===== src/rtl/lcv_mul_acc_sched_pkg.sv =====
// Shared types, default widths and round-robin helper for the lcv_mul_acc_sched MAC scheduler.
// Optional saturating arithmetic is enabled by defining LCV_MUL_ACC_SCHED_SAT_EN.
package lcv_mul_acc_sched_pkg;

    typedef enum logic [1:0] {
        ST_IDLE = 2'd0,
        ST_RUN  = 2'd1,
        ST_RESP = 2'd2
    } state_e;

    localparam int unsigned NUM_REQ_DEF = 4;
    localparam int unsigned OP_W_DEF    = 16;
    localparam int unsigned ACC_W_DEF   = 33;
    localparam int unsigned CNT_W_DEF   = 8;

    // First set bit of vec[n-1:0], scanning upward from start and wrapping at n (n <= 16).
    function automatic logic [3:0] rr_find_first(
        input logic [15:0] vec,
        input logic [3:0]  start,
        input int unsigned n
    );
        int unsigned sum;
        logic        found;
        rr_find_first = start;
        found         = 1'b0;
        for (int unsigned k = 0; k < 16; k++) begin
            if (k < n) begin
                sum = 32'(start) + k;
                if (sum >= n) begin
                    sum = sum - n;
                end
                if (!found && vec[sum[3:0]]) begin
                    rr_find_first = sum[3:0];
                    found         = 1'b1;
                end
            end
        end
    endfunction

endpackage


===== src/rtl/lcv_mul_acc_sched_if.sv =====
// Request/response bundle between DSP clients and the lcv_mul_acc_sched MAC scheduler.
// rsp_sat exists only when LCV_MUL_ACC_SCHED_SAT_EN is defined.
interface lcv_mul_acc_sched_if
    import lcv_mul_acc_sched_pkg::*;
#(
    parameter int unsigned NUM_REQ = NUM_REQ_DEF,
    parameter int unsigned OP_W    = OP_W_DEF,
    parameter int unsigned ACC_W   = ACC_W_DEF,
    parameter int unsigned CNT_W   = CNT_W_DEF
);
    localparam int unsigned IDX_W = $clog2(NUM_REQ);

    logic [NUM_REQ-1:0]       req_valid;
    logic [NUM_REQ-1:0]       req_ready;
    logic [NUM_REQ*OP_W-1:0]  req_a;
    logic [NUM_REQ*OP_W-1:0]  req_b;
    logic [NUM_REQ*ACC_W-1:0] req_bias;
    logic [NUM_REQ-1:0]       req_last;
    logic                     rsp_valid;
    logic                     rsp_ready;
    logic [IDX_W-1:0]         rsp_idx;
    logic [ACC_W-1:0]         rsp_data;
    logic [CNT_W-1:0]         rsp_beats;
    logic                     busy;
`ifdef LCV_MUL_ACC_SCHED_SAT_EN
    logic                     rsp_sat;

    modport master (
        output req_valid, req_a, req_b, req_bias, req_last, rsp_ready,
        input  req_ready, rsp_valid, rsp_idx, rsp_data, rsp_beats, busy, rsp_sat
    );
    modport slave (
        input  req_valid, req_a, req_b, req_bias, req_last, rsp_ready,
        output req_ready, rsp_valid, rsp_idx, rsp_data, rsp_beats, busy, rsp_sat
    );
`else
    modport master (
        output req_valid, req_a, req_b, req_bias, req_last, rsp_ready,
        input  req_ready, rsp_valid, rsp_idx, rsp_data, rsp_beats, busy
    );
    modport slave (
        input  req_valid, req_a, req_b, req_bias, req_last, rsp_ready,
        output req_ready, rsp_valid, rsp_idx, rsp_data, rsp_beats, busy
    );
`endif

endinterface


===== src/rtl/lcv_mul_acc_sched_stage.sv =====
// Registered multiply-accumulate stage: o_acc <= sext(a*b) + c when enabled (DSP inference target).
// With LCV_MUL_ACC_SCHED_SAT_EN the sum clamps and a sticky o_sat flag is kept (cleared by i_clr).
module lcv_mul_acc_stage #(
    parameter int unsigned OP_W  = 16,
    parameter int unsigned ACC_W = 33
) (
    input  logic                    clk,
    input  logic                    rst_n,
    input  logic                    i_en,
    input  logic signed [OP_W-1:0]  i_a,
    input  logic signed [OP_W-1:0]  i_b,
    input  logic signed [ACC_W-1:0] i_c,
`ifdef LCV_MUL_ACC_SCHED_SAT_EN
    input  logic                    i_clr,
    output logic                    o_sat,
`endif
    output logic signed [ACC_W-1:0] o_acc
);

    logic signed [2*OP_W-1:0] w_prod;
    logic signed [ACC_W-1:0]  w_sum;

    assign w_prod = i_a * i_b;

`ifdef LCV_MUL_ACC_SCHED_SAT_EN
    logic signed [ACC_W:0] w_wide;
    logic                  w_ovf;

    // One guard bit: top two bits disagreeing means the ACC_W result overflowed.
    assign w_wide = (ACC_W+1)'(w_prod) + (ACC_W+1)'(i_c);
    assign w_ovf  = w_wide[ACC_W] ^ w_wide[ACC_W-1];

    always_comb begin
        w_sum = w_wide[ACC_W-1:0];
        if (w_ovf) begin
            w_sum = w_wide[ACC_W] ? {1'b1, {(ACC_W-1){1'b0}}} : {1'b0, {(ACC_W-1){1'b1}}};
        end
    end

    always_ff @(posedge clk or negedge rst_n) begin
        if (!rst_n) begin
            o_sat <= 1'b0;
        end else if (i_clr) begin
            o_sat <= 1'b0;
        end else if (i_en && w_ovf) begin
            o_sat <= 1'b1;
        end
    end
`else
    assign w_sum = ACC_W'(w_prod) + i_c;
`endif

    always_ff @(posedge clk or negedge rst_n) begin
        if (!rst_n) begin
            o_acc <= '0;
        end else if (i_en) begin
            o_acc <= w_sum;
        end
    end

endmodule


===== src/rtl/lcv_mul_acc_sched.sv =====
// Round-robin scheduler sharing one registered MAC stage among NUM_REQ requesters, one job in flight.
// Define LCV_MUL_ACC_SCHED_SAT_EN for saturating accumulation and the rsp_sat output.
module lcv_mul_acc_sched
    import lcv_mul_acc_sched_pkg::*;
#(
    parameter int unsigned NUM_REQ = NUM_REQ_DEF,
    parameter int unsigned OP_W    = OP_W_DEF,
    parameter int unsigned ACC_W   = ACC_W_DEF,
    parameter int unsigned CNT_W   = CNT_W_DEF
) (
    input  logic               clk,
    input  logic               rst_n,
    lcv_mul_acc_sched_if.slave bus
);

    localparam int unsigned IDX_W = $clog2(NUM_REQ);

    state_e             r_state;
    state_e             w_state_nxt;
    logic [IDX_W-1:0]   r_grant;
    logic [IDX_W-1:0]   r_rr_ptr;
    logic               r_first;
    logic [CNT_W-1:0]   r_cnt;

    logic               w_any_valid;
    logic [IDX_W-1:0]   w_start;
    logic [IDX_W-1:0]   w_pick;
    logic               w_grant_evt;
    logic               w_xfer;
    logic [NUM_REQ-1:0] w_req_ready;
    logic               w_rsp_valid;

    logic signed [OP_W-1:0]  w_a;
    logic signed [OP_W-1:0]  w_b;
    logic signed [ACC_W-1:0] w_c;
    logic signed [ACC_W-1:0] w_acc;

    assign w_any_valid = |bus.req_valid;
    assign w_start     = (r_rr_ptr == IDX_W'(NUM_REQ - 1)) ? '0 : r_rr_ptr + 1'b1;
    assign w_pick      = IDX_W'(rr_find_first(16'(bus.req_valid), 4'(w_start), NUM_REQ));
    assign w_grant_evt = (r_state == ST_IDLE) && w_any_valid;
    assign w_xfer      = (r_state == ST_RUN) && bus.req_valid[r_grant];

    always_ff @(posedge clk or negedge rst_n) begin
        if (!rst_n) begin
            r_state <= ST_IDLE;
        end else begin
            r_state <= w_state_nxt;
        end
    end

    always_comb begin
        w_state_nxt = r_state;
        w_req_ready = '0;
        w_rsp_valid = 1'b0;
        unique case (r_state)
            ST_IDLE: begin
                if (w_any_valid) begin
                    w_state_nxt = ST_RUN;
                end
            end
            ST_RUN: begin
                w_req_ready[r_grant] = 1'b1;
                if (w_xfer && bus.req_last[r_grant]) begin
                    w_state_nxt = ST_RESP;
                end
            end
            ST_RESP: begin
                w_rsp_valid = 1'b1;
                if (bus.rsp_ready) begin
                    w_state_nxt = ST_IDLE;
                end
            end
            default: w_state_nxt = ST_IDLE;
        endcase
    end

    // rr_ptr starts at NUM_REQ-1 so the first search begins at requester 0.
    always_ff @(posedge clk or negedge rst_n) begin
        if (!rst_n) begin
            r_grant  <= '0;
            r_rr_ptr <= IDX_W'(NUM_REQ - 1);
            r_first  <= 1'b0;
            r_cnt    <= '0;
        end else begin
            if (w_grant_evt) begin
                r_grant  <= w_pick;
                r_rr_ptr <= w_pick;
                r_first  <= 1'b1;
            end
            if (w_xfer) begin
                r_first <= 1'b0;
                if (r_first) begin
                    r_cnt <= CNT_W'(1);
                end else if (!(&r_cnt)) begin
                    r_cnt <= r_cnt + 1'b1;
                end
            end
        end
    end

    assign w_a = $signed(bus.req_a[r_grant*OP_W +: OP_W]);
    assign w_b = $signed(bus.req_b[r_grant*OP_W +: OP_W]);
    assign w_c = r_first ? $signed(bus.req_bias[r_grant*ACC_W +: ACC_W]) : w_acc;

`ifdef LCV_MUL_ACC_SCHED_SAT_EN
    logic w_sat;

    lcv_mul_acc_stage #(
        .OP_W  (OP_W),
        .ACC_W (ACC_W)
    ) u_stage (
        .clk   (clk),
        .rst_n (rst_n),
        .i_en  (w_xfer),
        .i_a   (w_a),
        .i_b   (w_b),
        .i_c   (w_c),
        .i_clr (w_grant_evt),
        .o_sat (w_sat),
        .o_acc (w_acc)
    );

    assign bus.rsp_sat = w_sat;
`else
    lcv_mul_acc_stage #(
        .OP_W  (OP_W),
        .ACC_W (ACC_W)
    ) u_stage (
        .clk   (clk),
        .rst_n (rst_n),
        .i_en  (w_xfer),
        .i_a   (w_a),
        .i_b   (w_b),
        .i_c   (w_c),
        .o_acc (w_acc)
    );
`endif

    assign bus.req_ready = w_req_ready;
    assign bus.rsp_valid = w_rsp_valid;
    assign bus.rsp_idx   = r_grant;
    assign bus.rsp_data  = w_acc;
    assign bus.rsp_beats = r_cnt;
    assign bus.busy      = (r_state != ST_IDLE);

endmodule


===== src/flat_wrapper.sv =====
// flat-port wrapper written by rule: the top's interface ports become plain ports
module lcv_mul_acc_sched_flat import lcv_mul_acc_sched_pkg::*;
#(
    parameter int unsigned NUM_REQ = NUM_REQ_DEF,
    parameter int unsigned OP_W    = OP_W_DEF,
    parameter int unsigned ACC_W   = ACC_W_DEF,
    parameter int unsigned CNT_W   = CNT_W_DEF
)
  (clk, rst_n, bus_req_valid, bus_req_a, bus_req_b, bus_req_bias, bus_req_last, bus_rsp_ready, bus_req_ready, bus_rsp_valid, bus_rsp_idx, bus_rsp_data, bus_rsp_beats, bus_busy);
  lcv_mul_acc_sched_if #(.NUM_REQ(NUM_REQ), .OP_W(OP_W), .ACC_W(ACC_W), .CNT_W(CNT_W)) bus_i ();
  input  logic clk;
  input  logic rst_n;
  input wire logic [$bits(bus_i.req_valid)-1:0] bus_req_valid;
  input wire logic [$bits(bus_i.req_a)-1:0] bus_req_a;
  input wire logic [$bits(bus_i.req_b)-1:0] bus_req_b;
  input wire logic [$bits(bus_i.req_bias)-1:0] bus_req_bias;
  input wire logic [$bits(bus_i.req_last)-1:0] bus_req_last;
  input wire logic [$bits(bus_i.rsp_ready)-1:0] bus_rsp_ready;
  output wire logic [$bits(bus_i.req_ready)-1:0] bus_req_ready;
  output wire logic [$bits(bus_i.rsp_valid)-1:0] bus_rsp_valid;
  output wire logic [$bits(bus_i.rsp_idx)-1:0] bus_rsp_idx;
  output wire logic [$bits(bus_i.rsp_data)-1:0] bus_rsp_data;
  output wire logic [$bits(bus_i.rsp_beats)-1:0] bus_rsp_beats;
  output wire logic [$bits(bus_i.busy)-1:0] bus_busy;
  assign bus_i.req_valid = bus_req_valid;
  assign bus_i.req_a = bus_req_a;
  assign bus_i.req_b = bus_req_b;
  assign bus_i.req_bias = bus_req_bias;
  assign bus_i.req_last = bus_req_last;
  assign bus_i.rsp_ready = bus_rsp_ready;
  assign bus_req_ready = bus_i.req_ready;
  assign bus_rsp_valid = bus_i.rsp_valid;
  assign bus_rsp_idx = bus_i.rsp_idx;
  assign bus_rsp_data = bus_i.rsp_data;
  assign bus_rsp_beats = bus_i.rsp_beats;
  assign bus_busy = bus_i.busy;
  lcv_mul_acc_sched #(.NUM_REQ(NUM_REQ), .OP_W(OP_W), .ACC_W(ACC_W), .CNT_W(CNT_W)) u_core (.clk(clk), .rst_n(rst_n), .bus(bus_i));
endmodule

===== config.mk =====
export PLATFORM = sky130hd
export DESIGN_NAME = lcv_mul_acc_sched_flat
export DESIGN_NICKNAME = d
export VERILOG_FILES = /design/src/rtl/lcv_mul_acc_sched_pkg.sv /design/src/rtl/lcv_mul_acc_sched_if.sv /design/src/rtl/lcv_mul_acc_sched_stage.sv /design/src/rtl/lcv_mul_acc_sched.sv /design/src/flat_wrapper.sv
export SDC_FILE = /design/constraint.sdc
export NUM_CORES = 1
export LEC_CHECK = 0
export BUFFER_PORTS_ARGS = -buffer_cell sky130_fd_sc_hd__buf_2
export CAP_MARGIN = 20
export CORE_MARGIN = 2
export CORE_UTILIZATION = 40
export CTS_BUF_LIST = sky130_fd_sc_hd__clkbuf_8
export CTS_CLUSTER_SIZE = 40
export DETAILED_ROUTE_END_ITERATION = 12
export PLACE_DENSITY = 0.7
export RECOVER_POWER = 25
export SLEW_MARGIN = 40
export SYNTH_ARGS = -nofsm -noshare
export SYNTH_HDL_FRONTEND = slang
export SYNTH_SLANG_ARGS = --single-unit

===== constraint.sdc =====
create_clock -name clk -period 21.6 [get_ports clk]
set_input_delay 3.24 -clock clk [delete_from_list [all_inputs] [get_ports clk]]
set_output_delay 3.24 -clock clk [all_outputs]
set_load 0.1 [all_outputs]

# Word level (Yosys, flattened, before mapping)
# Index checks and enable logic that the tools add are counted.
# word_totals
output_inout_bits	49
reg_bits	48
elab_cells	92
input_bits	271
# classes
shift	3
n_reduce_logical	17
mux	37
eq_ne	7
multipliers	2
n_lt_le_gt_ge	10
addsub	10
# ops
operator	count
$shiftx 132x9->33	1
$shiftx 64x7->16	2
$ge 32x3->1 const B	3
$add 32x33->33	1
$mux 33	1
$mul 16x16->32	1
$lt 4x5->1 const B	4
$mux 4	5
$bmux 1 s4	4
$mux 2	8
$mux 8	2
$mux 1	13
$sub 4x3->4 const B	3
$add 8x1->8 const B	1
$mul 2x6->8 const B	1
$reduce_and 8->1	1
$logic_and 1x1->1	7
$add 2x2->3 const B	2
$pmux 2 s3	1
$bmux 1 s2	2
$eq 2x2->1 const B	2
$ne 2x1->1 const B	2
$ne 2x2->1 const B	2
$reduce_bool 2->1	2
13 further kinds	15

# Depth between registers and ports, before layout
# Gate-level depths: netlist of run 1.
# logic_depth
depth_word	16
mapped_depth	30
ltp_nobuf	25

# By module
# Synthesis of run 1 repeated with hierarchy kept, for this count alone.
# hier_totals
hier_cells	1557
area_unflattened_um2	15459.8
# modules_own_cells
mod	seq_area_each_um2	instances	area_each_um2	cells_each
lcv_mul_acc_stage	825.8	1	12400.6	1308
lcv_mul_acc_sched	377.9	1	3059.2	249

# Worst setup path after synthesis of run 1
# No wires, ideal clock.
# synth_timing
path_kind	in2reg
start	in bus_req_b[50]
end	reg u_core.u_stage.o_acc[32]
cell_stages	22
slack_ns	12.026
path_buffers	1
arrival_ns	9.450
required_ns	21.476
setup_ns	0.124
path_cell_list	mux4_2 > clkbuf_1 > nand2_1 > inv_1 > fa_1 > inv_1 > fa_1 > inv_1 > fa_1 > fa_1 > fa_1 > inv_1 > fa_1 > inv_1 > ha_1 > and4_1 > a221oi_1 > a32o_1 > a31oi_1 > a211oi_1 > mux2i_1 > a211o_1
# synth_between
elab_chain_cells	3
# synth_rtl
item	line_no	text
from (decl)	flat_wrapper.sv:15	input wire logic [$bits(bus_i.req_b)-1:0] bus_req_b;
$shiftx 64x7->16	lcv_mul_acc_sched.sv:103	assign w_b = $signed(bus.req_b[r_grant*OP_W +: OP_W]);
$mul 16x16->32	lcv_mul_acc_sched_stage.sv:23	assign w_prod = i_a * i_b;
$add 32x33->33	lcv_mul_acc_sched_stage.sv:50	assign w_sum = ACC_W'(w_prod) + i_c;
to (signal assigned)	lcv_mul_acc_sched_stage.sv:57	o_acc <= w_sum;
to (decl)	lcv_mul_acc_sched_stage.sv:17	output logic signed [ACC_W-1:0] o_acc
# No other way between the ends.
# A chain may end at the register's enable or synchronous reset.

# Worst setup path in the final report of run 1
# layout_timing
start	in bus_req_b[51]
end	reg u_core.u_stage.o_acc[32]
# Same word-level chain as after synthesis.

==> results.sh, run 1 <==
export IMPL_status="finished, violations left"
export IMPL_violations="capacitance limit, slew limit"
export IMPL_hold_path_endpoint="u_core.u_stage.o_acc[2]$_DFFE_PN0P_"
export IMPL_io_pins=320
export IMPL_syn_area_sq_um=15300
export IMPL_clk_pin_slew_ns=0.10
export IMPL_wl_per_cell_microns=18.5
export IMPL_startpoint="bus_req_b[51]"
export IMPL_reg2reg_depth=23
export IMPL_grt_ovfl_total=0
export IMPL_hp_class="flip-flop to flip-flop"
export IMPL_grt_pass1_vias=13400
export IMPL_die_area_sq_um=39800
export IMPL_start_util=0.406
export IMPL_drive_above_1_share=0.242
export IMPL_crit_family="adder cells"
export IMPL_start_kind="primary input"
export IMPL_r2r_slack_ns=13.20
export IMPL_grt_usage=0.232
export IMPL_synthCells=1633
export IMPL_slowest_delay_ns=0.61
export IMPL_ys_flop_type="dfrtp_1"
export IMPL_drtPass1Iterations=8
export IMPL_numCtsBuffers=5
export IMPL_cp_arrival_ns=10.12
export IMPL_routed_via_density=5.21
export IMPL_worst_slew_pin_slew_ns=2.82
export IMPL_antenna_found_initial=5
export IMPL_drc=0
export IMPL_rsz0062_at_grt="no"
export IMPL_endpoint_kind="flip-flop"
export IMPL_ys_top_cells_by_count="inv_1 (368), fa_1 (299), nand2_1 (192)"
export IMPL_setup_violations=0
export IMPL_num_rows=71
export IMPL_ant_nets=0
export IMPL_die_w_microns=199
export IMPL_yosys_warnings=0
export IMPL_nNetsFinal=2586
export IMPL_crit_fanout=11
export IMPL_worst_path_buf_inv=6
export IMPL_grt_pass1_wl_microns=70400
export IMPL_drv_cap=1
export IMPL_cp_data_required_time_ns=21.82
export IMPL_slew_violations=49
export IMPL_synth_top_area_share=0.392
export IMPL_ys_async_sr_fraction=1.00
export IMPL_yosysTopAreaCell="fa_1"
export IMPL_path_class="primary input to flip-flop"
export IMPL_reg2reg_from="u_core.bus.rsp_idx[0]$_DFFE_PN0P_"
export IMPL_yosysSeqAreaShare=0.0788
export IMPL_clock_path_buffers=2
export IMPL_tritoncts="done"
export IMPL_cts_repair_resized=0
export IMPL_io_buffers=319
export IMPL_synth_nets=2306
export IMPL_post_cts_setup_buffers=0
export IMPL_cts_sinks=48
export IMPL_grt_start_max_net_pins=71
export IMPL_core_area_sq_um=37700
export IMPL_synth_edff_count=0
export IMPL_ys_types=64
export IMPL_syn_avg_cell_area_sq_um=9.36
export IMPL_yosys_top_cells_area="fa_1 (39%), inv_1 (9.0%), ha_1 (8.4%), dfrtp_1 (7.5%), mux4_2 (7.1%)"
export IMPL_cp_slowest_cell="mux4_2"
export IMPL_vias=12600
export IMPL_fin_skew_ns=0.00727
export IMPL_min_path_cells=2
export IMPL_reg2reg_to="u_core.u_stage.o_acc[31]$_DFFE_PN0P_"
export IMPL_place_congestion=0.896
export IMPL_fp_dieH_microns=199
export IMPL_timing_final_crit_share=0.458
export IMPL_fmax_mhz=101
export IMPL_hp_start="u_core.u_stage.o_acc[2]$_DFFE_PN0P_"
export IMPL_yosysMostFrequentCell="inv_1"
export IMPL_dp_hpwl_microns=38300
export IMPL_synthToLayoutAreaGrowth_pct=14.8
export IMPL_clk_latency_ns=0.33
export IMPL_drt_initial_drc_count=799
export IMPL_drt_total_wl_microns=44800
export IMPL_tns_ns=0
export IMPL_crit_chain="buf_2 -> mux4_2 -> inv_1 -> nor2_1 -> fa_2 -> inv_1 -> fa_1 -> inv_1 -> fa_1 -> fa_1 -> fa_1 -> inv_1 -> fa_1 -> inv_1 -> ha_1 -> and4_1 -> a221oi_1 -> a32o_1 -> a31oi_1 -> a211oi_1 -> mux2i_1 -> a211o_1"
export IMPL_slew_headroom=-0.882
export IMPL_holdBufCountCts=0
export IMPL_ys_ff_latch=48
export IMPL_htreeDepth=2
export IMPL_fin_crit_ns=9.90
export IMPL_ctsRootBufferMaster="clkbuf_8"
export IMPL_hold_viol=0
how the worst max path moves through the flow:
stage	endpoint	slack [ns]	depth (start not counted)
floorplan	u_core.u_stage.o_acc[32]$_DFFE_PN0P_	12.03	22
finish	u_core.u_stage.o_acc[32]$_DFFE_PN0P_	11.70	22
global route	u_core.u_stage.o_acc[32]$_DFFE_PN0P_	11.23	22
CTS	u_core.u_stage.o_acc[32]$_DFFE_PN0P_	11.68	22
detailed placement	u_core.u_stage.o_acc[32]$_DFFE_PN0P_	11.35	22
global placement	u_core.u_stage.o_acc[31]$_DFFE_PN0P_	11.45	21
state kept, by name, summed over array words and instances, names as in the netlist:
register,count
u_core.bus.rsp_beats,8
u_core.r_state,2
u_core.bus.rsp_idx,2
u_core.r_rr_ptr,2
u_core.r_first,1
u_core.u_stage.o_acc,33
area by class of cell:
class | instances | area [sq um]
Fill cell | 3639 | 20100
Multi-Input combinational cell | 1151 | 12400
Timing Repair Buffer | 338 | 1750
Inverter | 369 | 1390
Sequential cell | 48 | 1210
Tap cell | 511 | 639
Clock buffer | 5 | 68.8
Clock inverter | 3 | 38.8
Antenna cell | 2 | 5.00
logic make-up (layout without fill, tap and decap cells):
family | count (synthesis) | in the layout | synth area share
AOI/OAI and AO/OA | 165 | 165 | 0.0684
xor gates and xnor gates | 38 | 38 | 0.0223
adders and majority gates | 402 | 402 | 0.476
buffers and inverters | 434 | 715 | 0.108
DFF | 48 | 48 | 0.0788
muxes | 127 | 127 | 0.127
other | 0 | 2 | 0
and+or+nand+nor | 419 | 419 | 0.120
worst reg2reg max path, delay by kind of cell, from the launching register on:
kind	cells	cell delay [ns]
adders and majority gates	7	3.52
AOI/OAI and AO/OA	5	1.56
buffers and inverters	5	0.84
DFF	1	0.66
and+or+nand+nor	5	1.27
muxes	1	0.48
per-layer routing:
layer / GRT usage / vias up / part of all wire
li1: - / 5659 / -
met1: 0.291 / 6372 / 0.39
met2: 0.401 / 515 / 0.49
met3: 0.0538 / 83 / 0.083
met4: 0.0623 / 6 / 0.030
met5: 0.0115 / - / 0.00091
per-stage QoR:
stage | setup slack [ns] | std cells | hold slack, ns | utilization | area (sq um)
floorplan | 12.03 | 1633 | 0.518 | - | 15300
global placement | 11.45 | 2416 | 0.484 | 0.462 | 17400
detailed placement | 11.35 | 2417 | 0.491 | 0.463 | 17400
CTS | 11.68 | 2425 | 0.518 | 0.466 | 17500
global route | 11.23 | 2427 | 0.557 | 0.466 | 17500
finish | 11.70 | 2427 | 0.520 | 0.466 | 17500
cells in the final DEF (no fill, tap or decap), drive strengths merged, types with 3 or more instances in the layout:
cell type,synthesis,final
inv,369,370
and3,11,11
nor4,4,4
fa,299,299
mux2i,27,27
a21oi,27,27
mux2,52,52
and2,13,13
ha,103,103
xor2,13,13
nand2b,9,9
a31oi,3,3
nand2,192,192
or3,3,3
o21a,18,18
nor2b,23,23
o31ai,11,11
a21o,9,9
nor2,130,130
a211oi,8,8
buf,19,337
clkbuf,46,6
a21boi,3,3
nor3,4,4
xnor2,25,25
o21ai,62,62
nor3b,4,4
nand3,8,8
or2,7,7
o22ai,3,3
dfrtp,46,46
mux4,48,48
nand3b,3,3
a2111oi,3,3
Power of run 1 is left out: the tool's default activity adds up to more than one toggle a clock period on the data nets, which glitch-free logic cannot reach.
==> run 2: changes to the inputs <==
--- a/config.mk
+++ b/config.mk
@@ -5,6 +5,7 @@
 export SDC_FILE = /design/constraint.sdc
 export NUM_CORES = 1
 export LEC_CHECK = 0
+export ABC_AREA = 1
 export BUFFER_PORTS_ARGS = -buffer_cell sky130_fd_sc_hd__buf_2
 export CAP_MARGIN = 20
 export CORE_MARGIN = 2
@@ -12,7 +13,7 @@
 export CTS_BUF_LIST = sky130_fd_sc_hd__clkbuf_8
 export CTS_CLUSTER_SIZE = 40
 export DETAILED_ROUTE_END_ITERATION = 12
-export PLACE_DENSITY = 0.7
+export PLACE_DENSITY = 0.73
 export RECOVER_POWER = 25
 export SLEW_MARGIN = 40
 export SYNTH_ARGS = -nofsm -noshare
==> constraint.sdc (replaced) <==
create_clock -name clk -period 9.1 [get_ports clk]
set_input_delay 1.365 -clock clk [delete_from_list [all_inputs] [get_ports clk]]
set_output_delay 1.365 -clock clk [all_outputs]
set_load 0.1 [all_outputs]
==> results.sh, run 2 <==
export IMPL_status="finished, violations left"
export IMPL_violations="capacitance limit, slew limit"
export IMPL_io_buffers=319
export IMPL_yosys_top_cells_area="fa_1 (39%), inv_1 (11%), nand2_1 (10%), ha_1 (8.3%), dfrtp_1 (7.4%)"
export IMPL_die_area_sq_um=40300
export IMPL_endpoint_kind="flip-flop"
export IMPL_slew_headroom=-0.868
export IMPL_ant_nets=0
export IMPL_mostFrequentLayoutCell="inv_1"
export IMPL_fin_area_sq_um=17700
export IMPL_post_cts_setup_buffers=0
export IMPL_core_area_sq_um=38400
export IMPL_crit_family="adder cells"
export IMPL_drive_above_1_share=0.172
export IMPL_worst_slew_pin_slew_ns=2.80
export IMPL_muxShareOfSynthArea=0
export IMPL_synthToLayoutAreaGrowth_pct=14.4
export IMPL_vias=14600
export IMPL_slew_violations=49
export IMPL_fin_skew_ns=0.0177
export IMPL_drtPass1Iterations=7
export IMPL_routed_via_density=5.21
export IMPL_io_pins=320
export IMPL_largest_reg_flops=33
export IMPL_synth_xor_area_frac=0.00680
export IMPL_multi_input_area_sq_um=12200
export IMPL_synth_top_area_share=0.387
export IMPL_path_depth=27
export IMPL_wl_per_cell_microns=18.9
export IMPL_drv_cap=1
export IMPL_die_w_microns=201
export IMPL_drc=0
export IMPL_ys_async_sr_fraction=1.00
export IMPL_place_area_sq_um=17500
export IMPL_top_register="u_core.u_stage.o_acc"
export IMPL_clock_path_buffers=2
export IMPL_grt_ovfl_total=0
export IMPL_yosysTopAreaCell="fa_1"
export IMPL_fp_dieH_microns=201
export IMPL_syn_avg_cell_area_sq_um=7.70
export IMPL_yosysSeqAreaShare=0.0778
export IMPL_ys_flop_type="dfrtp_1"
export IMPL_synthCells=2009
export IMPL_place_congestion=0.978
export IMPL_ctsRootBufferMaster="clkbuf_8"
export IMPL_nNetsFinal=2955
export IMPL_antenna_found_initial=2
export IMPL_seqCellArea_sq_um=1200
export IMPL_hold_viol=0
export IMPL_path_class="flip-flop to flip-flop"
export IMPL_synth_adder_area_share=0.470
export IMPL_drt_total_wl_microns=53000
export IMPL_ys_top_cells_by_count="inv_1 (442), nand2_1 (424), fa_1 (299)"
export IMPL_synth_top_family_by_area="adder cells"
export IMPL_fin_crit_ns=8.03
export IMPL_ys_types=50
export IMPL_cp_arrival_ns=8.26
export IMPL_timing_final_crit_share=0.883
export IMPL_dp_hpwl_microns=45700
export IMPL_syn_area_sq_um=15500
export IMPL_grt_start_max_net_pins=49
export IMPL_worst_path_buf_inv=8
export IMPL_slowest_delay_ns=0.76
export IMPL_cp_data_required_time_ns=9.33
export IMPL_clk_latency_ns=0.33
export IMPL_num_rows=72
export IMPL_start_kind="flip-flop"
export IMPL_tns_ns=0
export IMPL_clk_pin_slew_ns=0.10
export IMPL_fmax_mhz=124
export IMPL_antennaDiodeCount=0
export IMPL_setup_violations=0
export IMPL_ys_ff_latch=48
export IMPL_final_cell_mix="inv_1 (442), nand2_1 (424), buf_2 (319), fa_1 (298), nor2_1 (221)"
export IMPL_synth_compound_area_frac=0.102
export IMPL_numCtsBuffers=5
export IMPL_yosys_warnings=0
export IMPL_cts_sinks=48
export IMPL_yosysMostFrequentCell="inv_1"
export IMPL_cts_repair_resized=0
export IMPL_crit_fanout=20
export IMPL_drt_initial_drc_count=1294
export IMPL_grt_pass1_vias=15400
export IMPL_holdBufCountCts=0
export IMPL_rsz0062_at_grt="no"
export IMPL_utilization=0.461
export IMPL_htreeDepth=2
export IMPL_cp_slowest_cell="dfrtp_1"
export IMPL_nFillCells=3888
export IMPL_tritoncts="done"
export IMPL_min_path_cells=2
export IMPL_synth_nets=2682
export IMPL_dp_slack_ns=0.842
export IMPL_grt_usage=0.269
export IMPL_reg2reg_depth=27
export IMPL_start_util=0.403
export IMPL_fin_ws_ns=1.07
export IMPL_grt_pass1_wl_microns=84700
export IMPL_hp_class="flip-flop to flip-flop"
export IMPL_synth_edff_count=0
export IMPL_synth_simple_area_share=0.210
-- run 2: cells by family (layout without fill, tap and decap cells) --
group,count (synthesis),count (layout)
AOI/OAI and AO/OA,230,230
xor gates and xnor gates,12,12
adders and majority gates,402,402
buffers and inverters,532,806
DFF,48,48
and+or+nand+nor,785,785
-- run 2: metal layers --
metal / GRT usage / share of wire / vias up
li1: - / - / 6673
met1: 0.350 / 0.41 / 7104
met2: 0.455 / 0.48 / 722
met3: 0.0529 / 0.083 / 99
met4: 0.0820 / 0.033 / 4
met5: 0 / 0.00042 / -
-- run 2: tightest hold or removal path, delay by kind of cell, from the launching register on --
family | cells | cell delay [ns]
AND/OR/NAND/NOR | 2 | 0.11
flip-flops | 1 | 0.39
-- run 2: area by class of cell --
| class | instances | share of cell area |
|---|---|---|
| timing repair buffer | 341 | 0.102 |
| clock buffer | 6 | 0.00467 |
| clock inverter | 2 | 0.00219 |
| inverter | 457 | 0.0972 |
| multi-input combinational | 1429 | 0.690 |
| sequential | 48 | 0.0681 |
| tap | 518 | 0.0366 |
-- run 2: worst paths after layout --
| check | slack, ns | start | end |
|---|---|---|---|
| worst max-delay path | 1.07 | u_core.bus.rsp_idx[1]$_DFFE_PN0P_ | u_core.u_stage.o_acc[32]$_DFFE_PN0P_ |
| worst min-delay path | 0.49 | u_core.r_rr_ptr[1]$_DFFE_PN1P_ | u_core.r_rr_ptr[1]$_DFFE_PN1P_ |
| worst max register to register | 1.07 | u_core.bus.rsp_idx[1]$_DFFE_PN0P_ | u_core.u_stage.o_acc[32]$_DFFE_PN0P_ |
| worst min register to register | 0.49 | u_core.r_rr_ptr[1]$_DFFE_PN1P_ | u_core.r_rr_ptr[1]$_DFFE_PN1P_ |
| max in group asynchronous | 5.30 | rst_n | u_core.r_first$_DFFE_PN0P_ |
| min in group asynchronous | 2.02 | rst_n | u_core.bus.rsp_beats[6]$_DFFE_PN0P_ |
-- run 2: through the flow --
step	hold WS, ns	instances
after floorplan	0.452	2009
after detailed placement	0.475	2791
final	0.490	2801
after global routing	0.500	2801
after CTS	0.492	2799
after global placement	0.470	2791
Power of run 2 is left out for the same reason.
